`config.mk`:
```
export PLATFORM = sky130hd
export DESIGN_NAME = multicycle_control
export DESIGN_NICKNAME = d
export VERILOG_FILES = /design/src/rtl/control_pkg.sv /design/src/rtl/control_decode.sv /design/src/rtl/multicycle_control.sv
export SDC_FILE = /design/constraint.sdc
export NUM_CORES = 1
export LEC_CHECK = 0
export BUFFER_PORTS_ARGS = -buffer_cell sky130_fd_sc_hd__buf_2
export CAP_MARGIN = 10
export CORE_ASPECT_RATIO = 0.75
export CORE_MARGIN = 2
export CORE_UTILIZATION = 40
export DETAILED_ROUTE_END_ITERATION = 8
export PLACE_DENSITY = 0.84
export RECOVER_POWER = 100
export SKIP_LAST_GASP = 1
export SLEW_MARGIN = 25
export SYNTH_ARGS = -nofsm -noshare
export SYNTH_HDL_FRONTEND = slang
export SYNTH_SLANG_ARGS = --single-unit
```
`constraint.sdc`:
```
create_clock -name clk -period 2.7 [get_ports clk]
set_clock_uncertainty 0.15 [all_clocks]
set_input_delay 0 -clock clk [delete_from_list [all_inputs] [get_ports clk]]
set_output_delay 0 -clock clk [all_outputs]
set_load 0.01 [all_outputs]
```
`src/rtl/control_pkg.sv`:
```
`default_nettype none
// ---------------------------------------------------------------------------
// control_pkg : opcodes, aluCtrl encodings and enums for multicycle_control
// Revision 1.0
// ---------------------------------------------------------------------------
package control_pkg;

  localparam logic [5:0] OP_LW   = 6'b100011;
  localparam logic [5:0] OP_SW   = 6'b101011;
  localparam logic [5:0] OP_ADDA = 6'b100000;
  localparam logic [5:0] OP_JR   = 6'b001000;
  localparam logic [5:0] OP_JAL  = 6'b000011;
  localparam logic [5:0] OP_NORA = 6'b100110;
  localparam logic [5:0] OP_NORI = 6'b001110;
  localparam logic [5:0] OP_NOTA = 6'b000100;
  localparam logic [5:0] OP_BLEU = 6'b010000;
  localparam logic [5:0] OP_ROLV = 6'b000000;
  localparam logic [5:0] OP_RORV = 6'b000010;

  localparam logic [4:0] ALU_DEFAULT = 5'b00000;
  localparam logic [4:0] ALU_NOT     = 5'b00100;
  localparam logic [4:0] ALU_ROL     = 5'b01000;
  localparam logic [4:0] ALU_ROR     = 5'b11000;
  localparam logic [4:0] ALU_NOR     = 5'b10000;

  typedef enum logic [1:0] {
    EXEC   = 2'd0,
    MEM    = 2'd1,
    BRANCH = 2'd2,
    HALT   = 2'd3
  } ctrl_state_t;

  typedef enum logic [2:0] {
    CLS_ALU     = 3'd0,
    CLS_JUMP    = 3'd1,
    CLS_LOAD    = 3'd2,
    CLS_STORE   = 3'd3,
    CLS_BRANCH  = 3'd4,
    CLS_ILLEGAL = 3'd5
  } op_class_t;

endpackage
`default_nettype wire

```
`src/rtl/control_decode.sv`:
```
`default_nettype none
// ---------------------------------------------------------------------------
// control_decode : combinational opcode -> class, aluCtrl and static controls
// Revision 1.0
// ---------------------------------------------------------------------------
module control_decode
  import control_pkg::*;
(
  input  logic [5:0] opcode_i,
  output op_class_t  op_class_o,
  output logic [4:0] alu_ctrl_o,
  output logic       reg_write_o,
  output logic       alu_src_o,
  output logic       ja_o,
  output logic       jjr_o,
  output logic       link_o
);

  always_comb begin
    op_class_o  = CLS_ILLEGAL;
    alu_ctrl_o  = ALU_DEFAULT;
    reg_write_o = 1'b0;
    alu_src_o   = 1'b0;
    ja_o        = 1'b0;
    jjr_o       = 1'b0;
    link_o      = 1'b0;
    case (opcode_i)
      OP_ADDA: begin
        op_class_o  = CLS_ALU;
        reg_write_o = 1'b1;
      end
      OP_NORA: begin
        op_class_o  = CLS_ALU;
        reg_write_o = 1'b1;
        alu_ctrl_o  = ALU_NOR;
      end
      OP_NORI: begin
        op_class_o  = CLS_ALU;
        reg_write_o = 1'b1;
        alu_ctrl_o  = ALU_NOR;
        alu_src_o   = 1'b1;
      end
      OP_NOTA: begin
        op_class_o  = CLS_ALU;
        reg_write_o = 1'b1;
        alu_ctrl_o  = ALU_NOT;
        alu_src_o   = 1'b1;
      end
      OP_ROLV: begin
        op_class_o  = CLS_ALU;
        reg_write_o = 1'b1;
        alu_ctrl_o  = ALU_ROL;
      end
      OP_RORV: begin
        op_class_o  = CLS_ALU;
        reg_write_o = 1'b1;
        alu_ctrl_o  = ALU_ROR;
      end
      OP_JAL: begin
        op_class_o  = CLS_JUMP;
        reg_write_o = 1'b1;
        ja_o        = 1'b1;
        link_o      = 1'b1;
      end
      OP_JR: begin
        op_class_o  = CLS_JUMP;
        ja_o        = 1'b1;
        jjr_o       = 1'b1;
      end
      OP_LW:   op_class_o = CLS_LOAD;
      OP_SW:   op_class_o = CLS_STORE;
      OP_BLEU: op_class_o = CLS_BRANCH;
      default: op_class_o = CLS_ILLEGAL;
    endcase
  end

endmodule
`default_nettype wire

```
`src/rtl/multicycle_control.sv`:
```
`default_nettype none
// ---------------------------------------------------------------------------
// multicycle_control : phase FSM, memory wait counter and enable masking
// Revision 1.0
// ---------------------------------------------------------------------------
module multicycle_control
  import control_pkg::*;
#(
  parameter int MEM_WAIT        = 0,
  parameter int TRAP_ON_ILLEGAL = 0,
  parameter int WAIT_W          = $clog2(MEM_WAIT + 2)
) (
  input  logic        clk,
  input  logic        reset,
  input  logic [31:0] ins,
  input  logic        stall,
  output logic        memWrite,
  output logic        regWriteEnable,
  output logic        aluSrc,
  output logic        jjr,
  output logic        ja,
  output logic        link,
  output logic        brancha,
  output logic        memtoReg,
  output logic [4:0]  aluCtrl,
  output logic        pcEnable,
  output logic        IRegEnable,
  output logic        IorD,
  output logic        regAEnable,
  output logic        illegalOp,
  output logic        halted
);

  ctrl_state_t       state_q, state_d;
  op_class_t         cls_q, cls_d;
  logic [WAIT_W-1:0] cnt_q, cnt_d;

  op_class_t  dec_class;
  logic [4:0] dec_alu;
  logic       dec_rw, dec_as, dec_ja, dec_jjr, dec_link;
  logic       unused_ins_bits;

  assign unused_ins_bits = ^ins[25:0];

  control_decode u_decode (
    .opcode_i    (ins[31:26]),
    .op_class_o  (dec_class),
    .alu_ctrl_o  (dec_alu),
    .reg_write_o (dec_rw),
    .alu_src_o   (dec_as),
    .ja_o        (dec_ja),
    .jjr_o       (dec_jjr),
    .link_o      (dec_link)
  );

  always_ff @(posedge clk or posedge reset) begin
    if (reset) begin
      state_q <= EXEC;
      cls_q   <= CLS_ALU;
      cnt_q   <= '0;
    end else begin
      state_q <= state_d;
      cls_q   <= cls_d;
      cnt_q   <= cnt_d;
    end
  end

  always_comb begin
    state_d        = state_q;
    cls_d          = cls_q;
    cnt_d          = cnt_q;
    memWrite       = 1'b0;
    regWriteEnable = 1'b0;
    aluSrc         = 1'b0;
    jjr            = 1'b0;
    ja             = 1'b0;
    link           = 1'b0;
    brancha        = 1'b0;
    memtoReg       = 1'b0;
    aluCtrl        = ALU_DEFAULT;
    pcEnable       = 1'b0;
    IRegEnable     = 1'b0;
    IorD           = 1'b0;
    regAEnable     = 1'b0;
    illegalOp      = 1'b0;
    halted         = 1'b0;

    // Reset zeroes every output combinationally, before the flops settle
    if (!reset) begin
      case (state_q)
        EXEC: begin
          cls_d   = dec_class;
          IorD    = 1'b1;
          aluCtrl = dec_alu;
          case (dec_class)
            CLS_ALU, CLS_JUMP: begin
              pcEnable       = 1'b1;
              IRegEnable     = 1'b1;
              regAEnable     = 1'b1;
              regWriteEnable = dec_rw;
              aluSrc         = dec_as;
              ja             = dec_ja;
              jjr            = dec_jjr;
              link           = dec_link;
            end
            CLS_LOAD, CLS_STORE: begin
              IRegEnable = 1'b1;
              regAEnable = 1'b1;
              aluSrc     = 1'b1;
              cnt_d      = WAIT_W'(MEM_WAIT);
              state_d    = MEM;
            end
            CLS_BRANCH: begin
              brancha = 1'b1;
              state_d = BRANCH;
            end
            default: begin
              illegalOp = 1'b1;
              if (TRAP_ON_ILLEGAL != 0) begin
                state_d = HALT;
              end else begin
                pcEnable = 1'b1;
              end
            end
          endcase
        end
        MEM: begin
          aluSrc = 1'b1;
          if (cnt_q != '0) begin
            cnt_d = cnt_q - WAIT_W'(1);
          end else begin
            memWrite       = (cls_q == CLS_STORE);
            memtoReg       = (cls_q == CLS_LOAD);
            regWriteEnable = (cls_q == CLS_LOAD);
            pcEnable       = 1'b1;
            state_d        = EXEC;
          end
        end
        BRANCH: begin
          brancha  = 1'b1;
          aluSrc   = 1'b1;
          pcEnable = 1'b1;
          state_d  = EXEC;
        end
        default: begin
          halted = 1'b1;
        end
      endcase

      // A stalled final MEM cycle simply repeats, so the write issues once later
      if (stall) begin
        state_d        = state_q;
        cls_d          = cls_q;
        cnt_d          = cnt_q;
        pcEnable       = 1'b0;
        IRegEnable     = 1'b0;
        regAEnable     = 1'b0;
        regWriteEnable = 1'b0;
        memWrite       = 1'b0;
      end
    end
  end

endmodule
`default_nettype wire

```
==> results.sh, run 1 <==
export IMPL_avgSynthCellArea_um2=7.218
export IMPL_via_count=831
export IMPL_core_um2=1789
export IMPL_cts_clk_slew_worst_paths_ns=0.04
export IMPL_synth_cells=108
export IMPL_synth_top_family_by_area="simple AND/OR/NAND/NOR gates"
export IMPL_synth_xor_area_share_pct=3.371
export IMPL_yosysWarnings=0
export IMPL_required_ns=2.55
export IMPL_critPathKind="flip-flop to primary output"
export IMPL_cts_root_buffer="clkbuf_4"
export IMPL_hold_violations=0
export IMPL_drc=0
export IMPL_min_delay_start="stall"
export IMPL_fill_cells=205
export IMPL_yosysSeqAreaShare_pct=16.05
export IMPL_cts_tree="done"
export IMPL_grt_pass1_wl_um=3036
export IMPL_synth_cell_type_count=42
export IMPL_period_share_pct=87.92
export IMPL_setup_viol=0
export IMPL_grt_overflow_total=0
export IMPL_syn_to_final_growth_pct=13.32
export IMPL_wl_per_cell_um=13.19
export IMPL_fin_crit_ns=2.374
export IMPL_synthArstFlopShare_pct=100.0
export IMPL_drtPass1Iterations=4
export IMPL_synth_compound_area_share_pct=23.92
export IMPL_rsz0062_at_grt="false"
export IMPL_p_leak_nw=0.3515
export IMPL_synth_edff_count=0
export IMPL_outcome="complete, no violations"
export IMPL_power_share_clock_pct=21.0
export IMPL_antenna_found_initial=0
export IMPL_dp_slack_ns=0.6567
export IMPL_die_area_um2=2322
export IMPL_gp_congestion=0.7650
export IMPL_p_int_uw=231.7
export IMPL_die_x_um=54.98
export IMPL_fin_nets=169
export IMPL_grt_max_degree=19
export IMPL_drive_gt1_share_pct=12.40
export IMPL_crit_path_start_kind="flip-flop"
export IMPL_die_h_um=42.23
export IMPL_rows=13
export IMPL_peakVddDrop_mv=0.4036
export IMPL_postRouteAntennaNets=0
export IMPL_ys_seq_elements=5
export IMPL_cts_made_buffers=3
export IMPL_powerDensity_nw_per_um2=462.4
export IMPL_setup_slack_ns=0.3261
export IMPL_p_seq_share_pct=28.5
export IMPL_synthAdderAreaFrac_pct=7.705
export IMPL_insertion_delay_ns=0.24
export IMPL_comb_power_share_pct=50.5
export IMPL_hold_class="input pin to flip-flop"
export IMPL_track_usage_pct=18.08
export IMPL_cts_resized=0
export IMPL_r2r_start="state_q[0]"
export IMPL_p_sw_uw=176.7
export IMPL_n_antenna_cell=0
export IMPL_ios=54
export IMPL_worstSetupStartpoint="state_q[0]"
export IMPL_cts_buffer_depth=2
export IMPL_via_per_inst=5.503
export IMPL_yosys_area_share_simple_pct=35.31
export IMPL_synth_mux_area_share_pct=0
export IMPL_clock_sinks=5
export IMPL_drv_cap=0
export IMPL_grt_pass1_vias=689
export IMPL_port_buffers=25
export IMPL_max_freq_mhz=421.3
export IMPL_synth_area_um2=779.5
export IMPL_start_util_pct=43.57
export IMPL_wl_um=1992
export IMPL_crit_arrival_ns=2.22
export IMPL_switching_share_pct=43.27
export IMPL_tns_ns=0
export IMPL_post_dp_hpwl_um=1491
export IMPL_synth_top_flop_cell="dfrtp_1"
export IMPL_maxSlewViolCount=0
export IMPL_drtIter0Drc=28
export IMPL_cp_max_fo=8
export IMPL_htree_levels=1
export IMPL_worst_setup_path_end_kind="primary output"
[stage by stage]
step	instances	power, mW	hold slack (ns)	util [%]	cell area [µm²]
after floorplan	109	0.2700	-0.2039	-	783.3
after global placement	145	0.3133	-0.1604	48.04	859.6
after detailed placement	145	0.3243	-0.1455	48.04	859.6
after CTS	151	0.4174	0.02209	50.63	905.9
after global routing	151	0.4479	0.04764	49.37	883.3
final	151	0.4084	0.04349	49.37	883.3
[logic make-up (layout without fill, tap and decap cells)]
family | Yosys count | count (layout)
other cells | 1 | 2
fa+ha+maj | 5 | 5
buf+inv | 18 | 38
simple gates | 50 | 50
compound gates | 26 | 26
xor+xnor | 3 | 3
flops | 5 | 5
[state kept, by name, summed over array words and instances (netlist names)]
signal	count
cls_q	3
state_q	2
[placed cells by master (no fill, tap or decap), types with 4 or more instances in the layout]
master / Yosys / layout
nor2_1: 11 / 11
dfrtp_1: 5 / 5
inv_1: 7 / 7
nor3_1: 8 / 8
ha_1: 4 / 4
clkbuf_1: 0 / 18
buf_2: 4 / 8
a21oi_1: 5 / 5
nand2_1: 10 / 10
[Yosys cell counts, types with 3 or more instances]
| library cell | count | area [µm²] |
|---|---|---|
| o21ai_1 | 5 | 25.02 |
| inv_1 | 7 | 26.28 |
| a21oi_1 | 5 | 25.02 |
| nand2_1 | 10 | 37.54 |
| or3_1 | 3 | 18.77 |
| ha_1 | 4 | 50.05 |
| buf_4 | 6 | 45.04 |
| nor2_1 | 11 | 41.29 |
| buf_2 | 4 | 20.02 |
| nor3_1 | 8 | 40.04 |
| dfrtp_1 | 5 | 125.1 |
[worst max-delay path: stages, from the launching register on]
cell and delay [ns]:
dfrtp_1 0.41, inv_1 0.09, ha_1 0.31, nor2b_1 0.24, nand2_1 0.16, or3_1 0.39
nor3_1 0.20, clkbuf_1 0.17
[power groups by stage]
stage | Clock [mW] | Sequential [mW] | Combinational [mW]
final | 0.0859 | 0.116 | 0.206
after global routing | 0.100 | 0.118 | 0.229
after CTS | 0.0904 | 0.116 | 0.211
after detailed placement | 0 | 0.117 | 0.208
after global placement | 0 | 0.115 | 0.198
after floorplan | 0 | 0.111 | 0.159
[final cells by class]
type | instances | area [µm²] | share of cell area [%]
clock buffers | 4 | 26.28 | 2.975
inverters | 7 | 26.28 | 2.975
multi-input cells | 86 | 554.3 | 62.75
flip-flops and latches | 5 | 125.1 | 14.16
well taps | 22 | 27.53 | 3.116
repair buffers | 27 | 123.9 | 14.02
[what timing repair did]
action / in CTS / in global routing
setup buffers: 0 / 0
hold buffers: 2 / 0
endpoints found under the hold margin: 6 / 0
[worst paths after layout]
kind                       cells past startpoint         end  slack [ns]
hold reg to reg                                2    cls_q[1]        0.34
min in group asynchronous                      3    cls_q[2]        0.24
hold / removal                                 3    cls_q[2]        0.04
setup reg to reg                               4  state_q[0]        1.07
max in group asynchronous                      3  state_q[0]        1.98
setup / recovery                               7        link        0.33
[metal layers]
| metal | vias up | wire length (µm) | part of all wire (%) | GRT usage, % |
|---|---|---|---|---|
| met2 | 25 | 928 | 47 | 28.10 |
| met3 | 3 | 114 | 5.7 | 6.429 |
| li1 | 423 | - | - | - |
| met5 | - | 0 | 0 | 0 |
| met4 | 0 | 11 | 0.55 | 2.927 |
| met1 | 380 | 937 | 47 | 24.24 |
Power figures use the tool's default switching activity.
==> run 2: changes to the inputs <==
--- a/config.mk
+++ b/config.mk
@@ -9,9 +9,9 @@
 export CAP_MARGIN = 10
 export CORE_ASPECT_RATIO = 0.75
 export CORE_MARGIN = 2
-export CORE_UTILIZATION = 40
+export CORE_UTILIZATION = 44
 export DETAILED_ROUTE_END_ITERATION = 8
-export PLACE_DENSITY = 0.84
+export PLACE_DENSITY = 0.91
 export RECOVER_POWER = 100
 export SKIP_LAST_GASP = 1
 export SLEW_MARGIN = 25
==> results.sh, run 2 (synthesis gave the netlist of run 1 again) <==
export IMPL_outcome="complete, no violations"
export IMPL_rows=13
export IMPL_grt_overflow_total=0
export IMPL_tns_ns=0
export IMPL_cts_clk_slew_worst_paths_ns=0.05
export IMPL_maxSlewViolCount=0
export IMPL_rsz0062_at_grt="false"
export IMPL_period_share_pct=84.43
export IMPL_cts_tree="done"
export IMPL_die_area_um2=2128
export IMPL_port_buffers=25
export IMPL_p_leak_nw=0.3627
export IMPL_drtIter0Drc=21
export IMPL_setup_viol=0
export IMPL_drc=0
export IMPL_insertion_delay_ns=0.25
export IMPL_htree_levels=1
export IMPL_ios=54
export IMPL_wl_um=1961
export IMPL_track_usage_pct=18.71
export IMPL_cts_resized=0
export IMPL_hold_class="input pin to flip-flop"
export IMPL_drtPass1Iterations=6
export IMPL_gp_congestion=0.7878
export IMPL_start_util_pct=45.64
export IMPL_peakVddDrop_mv=0.2888
export IMPL_fill_cells=197
export IMPL_drv_cap=0
export IMPL_powerDensity_nw_per_um2=468.7
export IMPL_max_flop_register="cls_q"
export IMPL_grt_max_degree=19
export IMPL_layout_cells_most_common_list="16 x clkbuf_1, 11 x nor2_1, 10 x nand2_1, 9 x buf_2, 8 x nor3_1"
export IMPL_postRouteAntennaNets=0
export IMPL_whs_ns=0.03082
export IMPL_largest_reg_flops=3
export IMPL_clock_sinks=5
export IMPL_max_freq_mhz=438.7
export IMPL_reg_top3="cls_q x3, state_q x2"
export IMPL_critPathKind="flip-flop to primary output"
export IMPL_fin_util_pct=52.31
export IMPL_fin_nets=170
export IMPL_cts_buffer_depth=2
export IMPL_grt_pass1_vias=673
export IMPL_die_h_um=40.45
export IMPL_crit_arrival_ns=2.13
export IMPL_post_dp_hpwl_um=1383
export IMPL_mostFrequentLayoutCell="clkbuf_1"
export IMPL_fin_crit_ns=2.280
export IMPL_place_area_um2=867.1
export IMPL_required_ns=2.55
export IMPL_drive_gt1_share_pct=14.62
export IMPL_die_x_um=52.60
export IMPL_cts_root_buffer="clkbuf_4"
export IMPL_via_count=860
export IMPL_wl_per_cell_um=12.90
export IMPL_n_antenna_cell=0
export IMPL_worst_setup_path_end_kind="primary output"
export IMPL_cp_max_fo=8
export IMPL_fin_area_um2=893.4
export IMPL_hold_violations=0
export IMPL_core_um2=1708
export IMPL_crit_path_start_kind="flip-flop"
export IMPL_antenna_found_initial=0
export IMPL_via_per_inst=5.658
export IMPL_grt_pass1_wl_um=2898
export IMPL_syn_to_final_growth_pct=14.61
export IMPL_cts_made_buffers=3
## run 2: metrics by stage
step / instances / total power, mW / setup WS [ns]
2_1_floorplan: 109 / 0.2700 / 0.7416
3_3_place_gp: 146 / 0.3161 / 0.7994
3_5_place_dp: 146 / 0.3279 / 0.7253
4_1_cts: 152 / 0.4246 / 0.4449
5_1_grt: 152 / 0.4527 / 0.2864
6_report: 152 / 0.4187 / 0.4203
## run 2: layer usage
| metal | track usage (%) | wire, µm | up-vias |
|---|---|---|---|
| met5 | 0 | 0 | - |
| met4 | 3.846 | 4 | 0 |
| met3 | 3.731 | 123 | 2 |
| met2 | 35.31 | 964 | 32 |
| met1 | 22.39 | 869 | 401 |
| li1 | - | - | 425 |
## run 2: path summary, 6_finish.rpt
path                            startpoint         end  slack [ns]  cells past startpoint
worst max-delay path            state_q[0]        link        0.42                      8
worst min-delay path                 stall    cls_q[2]        0.03                      3
worst max register to register  state_q[0]  state_q[0]        1.04                      4
worst min register to register    cls_q[1]    cls_q[1]        0.34                      2
max in group asynchronous            reset    cls_q[2]        1.97                      3
min in group asynchronous            reset  state_q[1]        0.26                      3
## run 2: what timing repair did
| action | CTS | global route |
|---|---|---|
| hold endpoints to repair | 6 | 0 |
| buffers inserted | 0 | 0 |
| hold buffers | 2 | 0 |
## run 2: report_power, final
group	switching (mW)	leakage (nW)	internal (mW)
sequential	0.0204	0.0615	0.0970
clock	0.0372	0.0177	0.0540
combinational	0.126	0.283	0.0845
total	0.183	0.363	0.235
## run 2: layout make-up
cell class / count / area [µm²] / share of cell area (%)
clock buffer: 3 / 22.52 / 2.521
clock inverter: 1 / 5.005 / 0.5602
inverter: 7 / 26.28 / 2.941
multi-input combinational: 86 / 554.3 / 62.04
sequential: 5 / 125.1 / 14.01
tap: 22 / 27.53 / 3.081
timing repair buffer: 28 / 132.6 / 14.85
## run 2: worst max-delay path: stages (launching register included)
cell and delay, ns:
dfrtp_1 0.42, inv_1 0.10, ha_1 0.15, buf_4 0.15, nor2b_1 0.18, nand2_1 0.15
or3_1 0.38, nor3_1 0.18, clkbuf_1 0.17
==> run 3: changes to the inputs <==
--- a/config.mk
+++ b/config.mk
@@ -9,9 +9,9 @@
 export CAP_MARGIN = 10
 export CORE_ASPECT_RATIO = 0.75
 export CORE_MARGIN = 2
-export CORE_UTILIZATION = 44
+export CORE_UTILIZATION = 41
 export DETAILED_ROUTE_END_ITERATION = 8
-export PLACE_DENSITY = 0.91
+export PLACE_DENSITY = 0.86
 export RECOVER_POWER = 100
 export SKIP_LAST_GASP = 1
 export SLEW_MARGIN = 25
==> constraint.sdc (replaced) <==
create_clock -name clk -period 2.15 [get_ports clk]
set_clock_uncertainty 0.15 [all_clocks]
set_input_delay 0 -clock clk [delete_from_list [all_inputs] [get_ports clk]]
set_output_delay 0 -clock clk [all_outputs]
set_load 0.01 [all_outputs]
==> results.sh, run 3 (synthesis gave the netlist of run 1 again) <==
export IMPL_htree_levels=1
export IMPL_peakVddDrop_mv=0.3651
export IMPL_drv_cap=0
export IMPL_die_h_um=41.76
export IMPL_fin_nets=171
export IMPL_gp_congestion=0.8698
export IMPL_die_area_um2=2270
export IMPL_die_x_um=54.35
export IMPL_wl_per_cell_um=12.63
export IMPL_max_freq_mhz=487.1
export IMPL_insertion_delay_ns=0.23
export IMPL_cts_made_buffers=3
export IMPL_fin_crit_ns=2.053
export IMPL_antenna_found_initial=0
export IMPL_post_dp_hpwl_um=1420
export IMPL_grt_pass1_wl_um=3291
export IMPL_drc=0
export IMPL_cts_root_buffer="clkbuf_4"
export IMPL_grt_max_degree=19
export IMPL_postRouteAntennaNets=0
export IMPL_critPathKind="flip-flop to primary output"
export IMPL_multi_input_area_um2=559.3
export IMPL_cts_buffer_depth=2
export IMPL_fin_util_pct=51.57
export IMPL_clock_sinks=5
export IMPL_outcome="complete, no violations"
export IMPL_drtPass1Iterations=4
export IMPL_grt_overflow_total=0
export IMPL_wl_um=1932
export IMPL_reg_top3="cls_q x3, state_q x2"
export IMPL_n_antenna_cell=0
export IMPL_hold_class="input pin to flip-flop"
export IMPL_cts_tree="done"
export IMPL_cts_setup_buffers=0
export IMPL_max_flop_register="cls_q"
export IMPL_p_leak_nw=0.3778
export IMPL_rows=13
export IMPL_port_buffers=25
export IMPL_tns_ns=0
export IMPL_required_ns=2.00
export IMPL_drive_gt1_share_pct=17.56
export IMPL_crit_arrival_ns=1.90
export IMPL_instances_no_fill=153
export IMPL_period_share_pct=95.49
export IMPL_maxSlewViolCount=0
export IMPL_via_per_inst=5.575
export IMPL_track_usage_pct=18.87
export IMPL_hold_violations=0
export IMPL_worst_setup_path_end_kind="primary output"
export IMPL_powerDensity_nw_per_um2=570.3
export IMPL_cts_clk_slew_worst_paths_ns=0.04
export IMPL_core_um2=1757
export IMPL_drtIter0Drc=30
export IMPL_regArea_um2=125.1
export IMPL_mostFrequentLayoutCell="clkbuf_1"
export IMPL_start_util_pct=44.37
export IMPL_cp_max_fo=4
export IMPL_layout_cells_most_common_list="14 x clkbuf_1, 12 x buf_2, 11 x nor2_1, 10 x nand2_1"
export IMPL_rsz0062_at_grt="false"
export IMPL_place_inst=147
export IMPL_syn_to_final_growth_pct=16.21
export IMPL_largest_reg_flops=3
export IMPL_setup_viol=0
export IMPL_grt_pass1_vias=727
export IMPL_via_count=853
export IMPL_whs_ns=0.06737
export IMPL_crit_path_start_kind="flip-flop"
export IMPL_fill_cells=193
export IMPL_ios=54
[run 3: changes by cell type in the layout (fill, tap and decap cells not counted), sizes merged]
cell and delta:
clkbuf -1, clkinv -1, buf +3
[run 3: critical path: stages, from the launching register on]
cell and delay, ns:
dfrtp_1 0.42, inv_1 0.10, ha_1 0.16, nor2b_1 0.18, nand2_1 0.10, or3_1 0.37
nor3_1 0.18, buf_2 0.16
[run 3: final timing paths]
kind                            start         end  slack, ns  cells after the start
setup / recovery           state_q[0]        link        0.1                      7
hold / removal                  stall    cls_q[2]       0.07                      3
setup reg to reg           state_q[0]  state_q[0]       0.44                      6
hold reg to reg              cls_q[1]    cls_q[1]       0.33                      2
max in group asynchronous       reset  state_q[0]       1.43                      3
min in group asynchronous       reset    cls_q[0]       0.26                      3
[run 3: cell type report]
| type | count | share of cell area [%] |
|---|---|---|
| clock buffers | 4 | 2.901 |
| inverters | 7 | 2.901 |
| multi-input cells | 86 | 61.74 |
| flip-flops and latches | 5 | 13.81 |
| well taps | 22 | 3.039 |
| repair buffers | 29 | 15.61 |
[run 3: power breakdown]
group / leakage, nW / internal [mW] / switching (mW)
registers: 0.0615 / 0.122 / 0.0261
clock network: 0.0150 / 0.0700 / 0.0352
logic: 0.301 / 0.104 / 0.160
[run 3: timing repair]
action                                 in CTS  in global routing
resized for setup                           0                  1
setup endpoints to repair                   0                  1
hold buffers                                2                  0
endpoints found under the hold margin       6                  0
[run 3: through the flow]
| stage | area (µm²) | total power [mW] | setup WS (ns) |
|---|---|---|---|
| after floorplan | 783.3 | 0.3391 | 0.1916 |
| after global placement | 874.6 | 0.4067 | 0.4163 |
| after detailed placement | 874.6 | 0.4129 | 0.3918 |
| after CTS | 920.9 | 0.5291 | 0.1256 |
| after global routing | 905.9 | 0.5675 | 0.01544 |
| final | 905.9 | 0.5167 | 0.09692 |
[run 3: layer usage]
layer	up-vias	GRT usage, %	share of wire [%]
li1	426	-	-
met1	378	27.31	46
met2	49	28.67	45
met3	0	5.396	9.2
met4	0	1.500	0
met5	-	0	0
